`src/rtl/stop_watch_bcd_n.sv`:
```
// ---------------------------------------------------------------------------
// stop_watch_bcd_n
//
// N-digit BCD stopwatch/timer. A prescaler divides the enabled clock down to
// one count tick every DVSR clocks. On each tick a BCD digit cascade counts
// up (wrapping all-9s -> all-0s) or down (stopping at all-0s). Also provides
// preset load with per-digit saturation, wrap/done pulses and an optional
// lap-hold display register.
//
// Optional feature macro: SW_LAP_EN
//   defined   : adds the 'lap' input; each lap pulse toggles a frozen display.
//   undefined : no lap input, lap_active tied 0, disp = cnt.
//
// Ports:
//   clk        in   system clock, all state on rising edge
//   reset_n    in   asynchronous active-low reset
//   go         in   run enable (0 = pause, prescaler and digits hold)
//   clr        in   synchronous clear of prescaler, digits and lap hold
//   up         in   count direction, sampled at each tick (1 = up)
//   load       in   synchronous preset of digits from load_val
//   load_val   in   preset value, packed BCD, digit i at [4i+3:4i]
//   lap        in   (SW_LAP_EN only) lap toggle pulse
//   disp       out  displayed value: lap register while frozen, else cnt
//   cnt        out  live count, packed BCD
//   running    out  go & ~clr
//   wrap       out  one-cycle pulse after an up-count rolls all-9s -> all-0s
//   done       out  one-cycle pulse after a down-count reaches all-0s
//   lap_active out  display currently frozen
// ---------------------------------------------------------------------------
module stop_watch_bcd_n #(
  parameter int DIGITS = 4,
  parameter int DVSR   = 5000000,
  parameter int PS_W   = 23
) (
  input  logic                clk,
  input  logic                reset_n,
  input  logic                go,
  input  logic                clr,
  input  logic                up,
  input  logic                load,
  input  logic [4*DIGITS-1:0] load_val,
`ifdef SW_LAP_EN
  input  logic                lap,
`endif
  output logic [4*DIGITS-1:0] disp,
  output logic [4*DIGITS-1:0] cnt,
  output logic                running,
  output logic                wrap,
  output logic                done,
  output logic                lap_active
);

  localparam int W = 4 * DIGITS;
  localparam logic [W-1:0] ALL_NINES = {DIGITS{4'h9}};

  logic [PS_W-1:0] ps;
  logic [W-1:0]    cnt_q;
  logic            wrap_q;
  logic            done_q;
  logic            tick;

  logic [W-1:0]    cnt_step;   // count after one tick in the current direction
  logic [W-1:0]    load_sat;   // load_val with each digit clamped to 9
  logic            wrap_set;
  logic            done_set;

  assign tick    = go && (ps == PS_W'(DVSR - 1));
  assign running = go & ~clr;
  assign cnt     = cnt_q;
  assign wrap    = wrap_q;
  assign done    = done_q;

  // Digit cascade: a carry (up) or borrow (down) ripples from digit 0 and
  // moves digit i only while every lower digit rolled over.
  always_comb begin
    logic       ripple;
    logic [3:0] d;
    // NOTE: every variable gets a default before any branch so that no path
    // leaves it unassigned, which would infer a latch.
    cnt_step = cnt_q;
    load_sat = '0;
    ripple   = 1'b1;
    for (int i = 0; i < DIGITS; i++) begin
      d = cnt_q[4*i +: 4];
      if (ripple) begin
        if (up) begin
          if (d == 4'd9) cnt_step[4*i +: 4] = 4'd0;
          else begin
            cnt_step[4*i +: 4] = d + 4'd1;
            ripple = 1'b0;
          end
        end else begin
          if (d == 4'd0) cnt_step[4*i +: 4] = 4'd9;
          else begin
            cnt_step[4*i +: 4] = d - 4'd1;
            ripple = 1'b0;
          end
        end
      end
      d = load_val[4*i +: 4];
      load_sat[4*i +: 4] = (d > 4'd9) ? 4'd9 : d;
    end
    // Down-count parks at zero: no borrow into all-9s.
    if (!up && cnt_q == '0) cnt_step = cnt_q;
    wrap_set = up && (cnt_q == ALL_NINES);
    done_set = !up && (cnt_q != '0) && (cnt_step == '0);
  end

  // Priority: clr > load > tick > hold.
  // NOTE: sequential state uses non-blocking assignments so every register
  // samples pre-edge values regardless of statement order.
  always_ff @(posedge clk or negedge reset_n) begin
    if (!reset_n) begin
      ps     <= '0;
      cnt_q  <= '0;
      wrap_q <= 1'b0;
      done_q <= 1'b0;
    end else begin
      wrap_q <= 1'b0;
      done_q <= 1'b0;
      if (clr) begin
        ps    <= '0;
        cnt_q <= '0;
      end else if (load) begin
        ps    <= '0;
        cnt_q <= load_sat;
      end else if (tick) begin
        ps     <= '0;
        cnt_q  <= cnt_step;
        wrap_q <= wrap_set;
        done_q <= done_set;
      end else if (go) begin
        ps <= ps + PS_W'(1);
      end
    end
  end

`ifdef SW_LAP_EN
  logic [W-1:0] lap_q;
  logic         lap_active_q;

  // The freeze captures cnt as it stands before this edge, so a coinciding
  // tick is shown on the live count only.
  always_ff @(posedge clk or negedge reset_n) begin
    if (!reset_n) begin
      lap_q        <= '0;
      lap_active_q <= 1'b0;
    end else if (clr) begin
      lap_q        <= '0;
      lap_active_q <= 1'b0;
    end else if (lap) begin
      lap_active_q <= ~lap_active_q;
      if (!lap_active_q) lap_q <= cnt_q;
    end
  end

  assign lap_active = lap_active_q;
  assign disp       = lap_active_q ? lap_q : cnt_q;
`else
  assign lap_active = 1'b0;
  assign disp       = cnt_q;
`endif

endmodule

```
`config.mk`:
```
export PLATFORM = sky130hd
export DESIGN_NAME = stop_watch_bcd_n
export DESIGN_NICKNAME = d
export VERILOG_FILES = /design/src/rtl/stop_watch_bcd_n.sv
export SDC_FILE = /design/constraint.sdc
export NUM_CORES = 1
export LEC_CHECK = 0
export ABC_CLOCK_PERIOD_IN_PS = 3800
export CAP_MARGIN = 20
export CORE_MARGIN = 5
export CORE_UTILIZATION = 40
export CTS_CLUSTER_DIAMETER = 50
export DETAILED_ROUTE_END_ITERATION = 8
export SYNTH_ARGS = -nofsm -noshare
export SYNTH_HDL_FRONTEND = slang
export SYNTH_SLANG_ARGS = --single-unit
```
`constraint.sdc`:
```
create_clock -name clk -period 3.8 [get_ports clk]
set_clock_uncertainty 0.2 [all_clocks]
set_input_delay 0.76 -clock clk [delete_from_list [all_inputs] [get_ports clk]]
set_output_delay 0.76 -clock clk [all_outputs]
set_load 0.01 [all_outputs]
```
After elaboration in Yosys (flattened, before gate mapping)
Index checks and enable logic that the tools add are counted.

$add $sub $neg: 9. Order comparisons: 4. Eq/ne operators: 6. Mux-type cells: 44. Bitwise operators: 2. Reduce and logical (&&, ||, !) cells: 15.

Operators by type and width (number): $mux W23 (4); $mux W4 (19); $mux W16 (4); $logic_not A16 Y1 (2); $add A23 B1 Y23 const B (1); $eq A23 B23 Y1 const B (1); $mux W1 (17); $add A4 B1 Y4 const B (4); $eq A16 B16 Y1 const B (1); $eq A4 B4 Y1 const B (4); $gt A4 B4 Y1 const B (4); $logic_not A4 Y1 (4); $reduce_bool A16 Y1 (1); $sub A4 B1 Y4 const B (4); $logic_and A1 B1 Y1 (5); $reduce_bool A4 Y1 (1); $reduce_bool A3 Y1 (1); $and A1 B1 Y1 (1); $logic_not A1 Y1 (1); $not A1 Y1 (1).

Flip-flop bits (word level): 41. Bits of input ports: 22. Output and inout port bits: 36. Logic and storage cells: 84.

Logic depth before layout (Yosys ltp)
Gate-level depths: netlist (run 1).

Word-level depth: 12. Mapped depth: 8. Mapped depth without buffers: 7.

Least setup slack after synthesis (run 1)
No wires, ideal clock.

Path kind: register to register. Start point: reg cnt_q[14], in the netlist cnt[14]. End point: reg done_q, in the netlist done. Library setup time: 0.111 ns. Arrival time: 2.666 ns. Required time: 3.489 ns. Path slack: 0.822 ns. Cell stages (with the launch flop): 9. Path buffers: 2. Period minus slack after synthesis: 2.978 ns. Cells stage by stage: dfrtp_1 -> buf_6 -> or4_4 -> or4_4 -> buf_6 -> o2111ai_4 -> mux2_1 -> a211o_1 -> a2111oi_2.

Word-level cells in the longest chain between the ends: 10. Elaborated cells on any way between the ends: 18. Those cells by class: add/sub: 2; eq/ne: 1; mux: 8; reduce/logical: 7.

Ends and longest elaborated chain: start, declared (line 57) `logic [W-1:0] cnt_q;`; start signal, assigned (line 126) `cnt_q <= load_sat;`; start signal, assigned (line 129) `cnt_q <= cnt_step;`; $sub A4 B1 Y4 (tied with other cells) (line 95) `cnt_step[4*i +: 4] = d - 4'd1;`; $mux W4 (on tied branches) (line 93, 87); $mux W4 (line 86) `if (up) begin`; $mux W4 (line 85) `if (ripple) begin`; $mux W16 (line 104) `if (!up && cnt_q == '0) cnt_step = cnt_q;`; $logic_not A16 Y1 (line 106) `done_set = !up && (cnt_q != '0) && (cnt_step == '0);`; $logic_and A1 B1 Y1 (*) (line 106); $mux W1 (*) (line 127) `end else if (tick) begin`; $mux W1 (*) (line 124) `end else if (load) begin`; $mux W1 (*) (line 121) `if (clr) begin`; end signal, assigned (line 131) `done_q <= done_set;`; end, declared (line 59) `logic done_q;`.

Mark *: on every way between the ends. The rest lies on a longest branch, timed or not. A chain may end at the register's enable or synchronous reset.

Final worst setup path (run 1)
Start point: in up. End point: reg done_q, in the netlist done.

Word-level cells in the longest chain between the ends: 10. Elaborated cells on any way between the ends: 21. Those cells by class: mux: 16; reduce/logical: 5.

Ends and longest elaborated chain: start, declared (line 39) `input logic up,`; $mux W1 (line 86); $mux W1 (2 in a row) (line 85); $mux W4 (line 85); $mux W16 (line 104); $logic_not A16 Y1 (line 106); $logic_and A1 B1 Y1 (*) (line 106); $mux W1 (*) (line 127); $mux W1 (*) (line 124); $mux W1 (*) (line 121).

Marked as above.

==> summary.md, run 1 <==
| Metric | Value |
|---|---|
| Routed wl met3 | around 400 um |
| Highest metal used | met4 |
| Worst-Margin Slew | 0.962 ns |
| Largest family of logic cells by synthesized area | simple AND/OR/NAND/NOR gates |
| All-Layer GR Usage | approximately 18% |
| Critical-path maximum fanout | 24 |
| Max-slew violations | 0 |
| Fin crit period | around 3.2 ns |
| Setup bufs post-CTS | 0 |
| Hold path startpoint | ps[1]$_DFFE_PN0P_ |
| Setup TNS | 0 ns |
| Die ar. | around 10000 um^2 |
| Clock Path Buffers | 2 |
| Met1 wire length | between 4 and 5 mm |
| Hold depth | 2 |
| Sequential fraction of the synthesis area | about 30% |
| Post-synth ARST share | between 90% and 100% |
| CP required | about 3.8 ns |
| Nets | 478 |
| Crit Reg-Reg Startpoint | cnt[12]$_DFFE_PN0P_ |
| Synth-to-layout area growth | 20.6% |
| MaxCap Viol Count | 0 |
| Drt pass-1 iters | 4 |
| Placed cell area | between 3000 and 4000 um^2 |
| Mapped Cells | approximately 420 |
| Synth cell types | 71 |
| Number of remaining DRC errors | 0 |
| Outcome | complete, no violations |
| Iter 0 DRT Violations | 220 |
| Standard-cell row count | 33 |
| Commonest non-fill, non-tap cell in the layout | clkdlybuf4s50_1 |
| Post-DRT Antenna Nets | 0 |
| Mapped Area | roughly 3400 um^2 |
| Detailed placer's ending HPWL | 6.75 mm |
| P per Cell Area | between 200 and 300 nW/um^2 |
| Slew headroom | between 30% and 40% |
| First-pass GRT wire length | about 15 mm |
| Met2 routed WL | ~4.4 mm |
| Die Y | around 100 um |
| Cts hold-fix bufs | 0 |
| Leakage | around 1.5 nW |
| Post-synth EDFFs | 0 |
| CP startpoint kind | input pin |
| N_diodes | 0 |
| Worst-path clk slew | roughly 0.09 ns |
| Htree depth | 2 |
| Worst vdd ir | roughly 140 uV |
| Grt total ovfl | 0 |
| Fin. Hold Viols | 0 |
| Crit. End Element | register |
| DRT Wirelength | between 9 and 10 mm |
| Cts repair resizes | 0 |
| Vias in the first global route | 3068 |
| Syn Nets | 445 |
| Initial core utilization | about two fifths |
| CTS tree | built |
| Commonest register cell after synthesis | dfrtp_1 |
| Largest net degree at the start of global routing | 42 |
| Core area | 8220 um^2 |
| XOR/XNOR share of the synthesized area | under 10% |
| Post-synthesis compound-gate area fraction | between 20% and 30% |
| Crit Path Class | input pin to register |
| CTS Buf Count | 5 |
| PnR Total Power | 1.17 mW |
| CTS Root Buffer Type | clkbuf_8 |
| Hold Path Class | register to register |
| Critical Path Start | up |
| # setup viols final | 0 |
| GPL Wtd Cong | 0.946 |
| RSZ-0062 raised after global routing | no |
| Flop and latch count out of synthesis | just over 40 |
| CP Data Arrival Time | around 3.2 ns |
| # IOs | between 50 and 60 |
| Commonest cells after routing, fill and taps aside | clkdlybuf4s50_1 (55), nor2_1 (46), dfrtp_1 (41) |
| Antenna violations before repair | 0 |
| Wirelength per Cell | between 15 and 20 um |
| Yosys warnings | 0 |
| Avg Inst Size Synth | 7.99 um^2 |
| Design area | between 4000 and 5000 um^2 |
| Width of the die | around 100 um |
| Final Cycle Share | between 80% and 90% |
| Mux cell area share after synthesis | 0.965% |
| Post-synthesis adder-cell area fraction | less than 1% |
| CTS Sinks | 41 |
| Worst Reg-to-Reg Cells | 6 |
| Max frequency | between 0.3 and 0.4 GHz |
| Share of cells above drive strength 1 | slightly below 10% |
| Synth Area in Simple Gates | about 30% |
| Clk_lat worst skew | 0.31 ns |
| Vias | 3238 |
| Port Buf Inserts | 56 |
| Vias per std cell | 5.77 |
-- layer usage --
metal / vias up / track usage, %
met2: 77 / 31.0
met4: 0 / 5.73
met5: - / 0
met1: 1557 / 24.3
met3: 13 / 3.03
li1: 1591 / -
-- through the flow --
step,setup slack (ns),utilization [%],std cells,hold slack (ns)
2_1_floorplan,0.822,-,422,0.264
3_3_place_gp,0.296,47.8,553,0.346
3_5_place_dp,0.267,47.8,553,0.358
4_1_cts,0.577,49.5,561,0.376
5_1_grt,0.464,49.5,561,0.401
6_report,0.579,49.5,561,0.371
-- critical path, stage by stage --
cell and delay (ns):
clkdlybuf4s50_1 0.53, buf_4 0.27, or2_2 0.41, o2111ai_4 0.37
mux2_1 0.37, a211o_1 0.30, a2111oi_2 0.20
-- state kept, by name, indices dropped and copies added, names as in the netlist --
| name | cells |
|---|---|
| done | 1 |
| wrap | 1 |
| ps | 23 |
| cnt | 16 |
-- cell families after synthesis --
family,after synthesis
mux,3
flops,41
buf+inv,59
other cells,1
fa+ha+maj,1
compound gates,104
xor+xnor,26
simple gates,187
-- path summary, 6_finish.rpt --
check,slack (ns),endpoint
hold / removal,0.37,ps[1]$_DFFE_PN0P_
max in group asynchronous,2.40,ps[1]$_DFFE_PN0P_
min in group asynchronous,0.40,ps[2]$_DFFE_PN0P_
setup reg to reg,0.58,done$_DFF_PN0_
hold reg to reg,0.37,ps[1]$_DFFE_PN0P_
setup / recovery,0.58,done$_DFF_PN0_
-- cell type report --
class / count / area (um^2)
timing repair buffer: 73 / 683
fill: 814 / 4150
clock inverter: 3 / 68.8
multi-input combinational: 322 / 2040
sequential: 41 / 1030
clock buffer: 5 / 68.8
inverter: 12 / 45.0
tap: 105 / 131
-- report_power, final --
| part | leakage [nW] | total (mW) | internal, mW | switching [mW] |
|---|---|---|---|---|
| sequential | 0.560 | 0.473 | 0.446 | 0.0274 |
| clock | 0.0687 | 0.440 | 0.265 | 0.175 |
| combinational | 0.871 | 0.262 | 0.124 | 0.138 |
-- cell usage after synthesis (3+ instances only) --
master | instances | area, um^2
a211oi_1 | 3 | 22.5
a21oi_1 | 16 | 80.1
a22o_1 | 3 | 26.3
a311oi_1 | 3 | 26.3
a31oi_1 | 8 | 50.1
and2_1 | 5 | 31.3
and3_1 | 5 | 31.3
buf_1 | 3 | 11.3
buf_4 | 17 | 128
clkbuf_1 | 23 | 86.3
dfrtp_1 | 41 | 1030
inv_1 | 11 | 41.3
nand2_1 | 26 | 97.6
nand2b_1 | 9 | 56.3
nand3_1 | 20 | 100
nand3b_1 | 6 | 45.0
nand4_1 | 5 | 31.3
nand4b_1 | 5 | 43.8
nor2_1 | 46 | 173
nor2b_1 | 5 | 31.3
nor3_1 | 18 | 90.1
nor3b_1 | 4 | 30.0
nor4_1 | 9 | 56.3
nor4b_1 | 4 | 35.0
nor4bb_1 | 3 | 30.0
o211ai_1 | 4 | 30.0
o21ai_0 | 22 | 110
o21ai_1 | 5 | 25.0
o22ai_1 | 3 | 18.8
o31ai_1 | 4 | 30.0
or2_2 | 4 | 25.0
or3_1 | 5 | 31.3
or4_1 | 3 | 22.5
xnor2_1 | 13 | 114
xor2_1 | 13 | 114
(Power assumes the default switching activity.)
==> run 2, diff against run 1 <==
Settings changed: ABC_CLOCK_PERIOD_IN_PS 3800 to 2900, PLACE_DENSITY set to 0.66.
Clock period 3.8 ns to 2.9 ns, I/O delays scaled along.
==> run 2 against run 1 <==
Effect of this change:
- first-iteration DRC count grew 2.7%
- non-clock buffer count is 33 higher
- register-to-register slack worse by 0.50 ns
- hold slack lost 0.13 ns
- cell count up 5.9%
- critical endpoint unchanged
- largest cell class unchanged
==> summary.md, run 2 (same netlist as run 1, synthesis figures left out) <==
| Metric | Value |
|---|---|
| Detailed placer's ending HPWL | slightly above 7 mm |
| Slowest stage delay, CP | around 0.56 ns |
| Critical-path maximum fanout | 8 |
| Standard-cell row count | 33 |
| All-Layer GR Usage | a little under a fifth |
| Top reg by flops | ps |
| Max-slew violations | 0 |
| Switching Share | slightly below 30% |
| GPL Wtd Cong | 0.939 |
| Initial core utilization | 41.0% |
| Iter 0 DRT Violations | 226 |
| Largest net degree at the start of global routing | 42 |
| Net load switching power | 438 uW |
| CP required | a little under 3 ns |
| Fin. Hold Viols | 0 |
| Antenna violations before repair | 0 |
| MaxCap Viol Count | 0 |
| Clock power frac | ~33% |
| Leakage | 1.67 nW |
| Sequential fraction of design power | 40.0% |
| Final Cycle Share | between 90% and 100% |
| Busiest metal layer after global routing | met2 |
| Most used cell, CP | or4_4 |
| First-pass GRT wire length | 15.9 mm |
| GR Util met1 | between 20% and 30% |
| Width of the die | slightly above 100 um |
| Vias per std cell | ~5.7 |
| CTS Root Buffer Type | clkbuf_8 |
| Placed Cells | between 500 and 600 |
| Max reg flops | 23 |
| Met2 usage in global routing | approximately a third |
| Htree depth | 2 |
| CTS Sinks | 41 |
| Worst-path clk slew | about 0.09 ns |
| N_diodes | 0 |
| P per Cell Area | 347 nW/um^2 |
| Crit. End Element | register |
| Synth-to-layout area growth | 28.4% |
| Outcome | complete, no violations |
| Die ar. | 10400 um^2 |
| Cts hold-fix bufs | 0 |
| CP Data Arrival Time | about 2.8 ns |
| Grt total ovfl | 0 |
| Hold Path Class | input pin to asynchronous set/reset pin |
| Final std cells w/o fill | roughly 600 |
| Internal | roughly 1.1 mW |
| Wirelength per Cell | about 16 um |
| Die Y | slightly above 100 um |
| Slew headroom | between 30% and 40% |
| Crit Path Class | register to register |
| Clock Path Buffers | 2 |
| Post-DRT Antenna Nets | 0 |
| Commonest non-fill, non-tap cell in the layout | clkdlybuf4s50_1 |
| Commonest cells after routing, fill and taps aside | clkdlybuf4s50_1 (54), buf_4 (49), nor2_1 (46) |
| Core area | approximately 8000 um^2 |
| Vias | ~3400 |
| # IOs | slightly below 60 |
| DRT Wirelength | 9.53 mm |
| Max frequency | ~0.36 GHz |
| Worst vdd ir | 218 uV |
| Hold slack | between 0.2 and 0.25 ns |
| M3 GR Usage | ~3.2% |
| Share of cells above drive strength 1 | ~16% |
| # setup viols final | 0 |
| CTS Buf Count | 5 |
| Nets | about 510 |
| CP startpoint kind | register |
| Slowest cell on the critical path | or4_4 |
| Fin crit period | 2.82 ns |
| Worst-Margin Slew | between 0.9 and 1 ns |
| Clk_lat worst skew | 0.29 ns |
| Drt pass-1 iters | 5 |
| Portion of total power attributed to combinational logic | a little over a quarter |
| Port Buf Inserts | between 50 and 60 |
| Vias in the first global route | between 3000 and 4000 |
| RSZ-0062 raised after global routing | yes |
| Number of remaining DRC errors | 0 |
| CP Cell Sequence | or4_4, or4_4, o2111ai_4, mux2_4, a211o_1, a2111oi_2 |
| CTS tree | built |
## run 2: power groups by stage
stage	Combinational [mW]	Sequential (mW)	Clock, mW
finish	0.410	0.600	0.491
global route	0.446	0.603	0.528
CTS	0.403	0.600	0.498
detailed placement	0.402	0.611	0
global placement	0.398	0.611	0
floorplan	0.227	0.619	0
## run 2: worst max-delay path: cells and delay by family, from the launching register on
kind | cells | cell delay, ns
AO/OA/AOI/OAI | 3 | 0.70
flip-flops | 1 | 0.39
AND/OR/NAND/NOR | 2 | 1.10
multiplexers | 1 | 0.32
## run 2: area by class of cell
| cell class | instances | area [um^2] |
|---|---|---|
| well taps | 105 | 131 |
| inverters | 12 | 45.0 |
| flip-flops and latches | 41 | 1030 |
| repair buffers | 106 | 946 |
| clock inverters | 1 | 30.0 |
| fillers | 799 | 3890 |
| multi-input cells | 322 | 2060 |
| clock buffers | 7 | 86.3 |
## run 2: final timing paths
kind                                startpoint                   to  slack (ns)  depth (start not counted)
setup / recovery           cnt[12]$_DFFE_PN0P_       done$_DFF_PN0_        0.08                          6
hold / removal                         reset_n  cnt[15]$_DFFE_PN0P_        0.24                          1
setup reg to reg           cnt[12]$_DFFE_PN0P_       done$_DFF_PN0_        0.08                          6
hold reg to reg             ps[19]$_DFFE_PN0P_   ps[19]$_DFFE_PN0P_        0.38                          2
max in group asynchronous              reset_n   ps[16]$_DFFE_PN0P_        1.68                          1
min in group clk            ps[19]$_DFFE_PN0P_   ps[19]$_DFFE_PN0P_        0.38                          2
## run 2: repair_timing
item	4_1_cts	5_1_grt
gates resized for setup	0	4
buffers inserted	0	1
setup endpoints to repair	0	20
## run 2: stage by stage
stage	setup TNS [ns]	setup slack, ns	util, %	instance area [um^2]	total power [mW]
final	0	0.0837	52.7	4330	1.50
after global routing	-0.0239	-0.0239	52.7	4330	1.58
after CTS	0	0.0341	52.2	4290	1.50
after detailed placement	-1.92	-0.262	50.8	4170	1.01
after global placement	-1.35	-0.207	50.8	4170	1.01
after floorplan	-0.0401	-0.0401	-	3370	0.846
## run 2: metal layers
layer  share of wire, %  wire, um
met1                 43      4070
met2                 50      4770
met3                6.1       585
met4                1.2       110
met5                  0         0
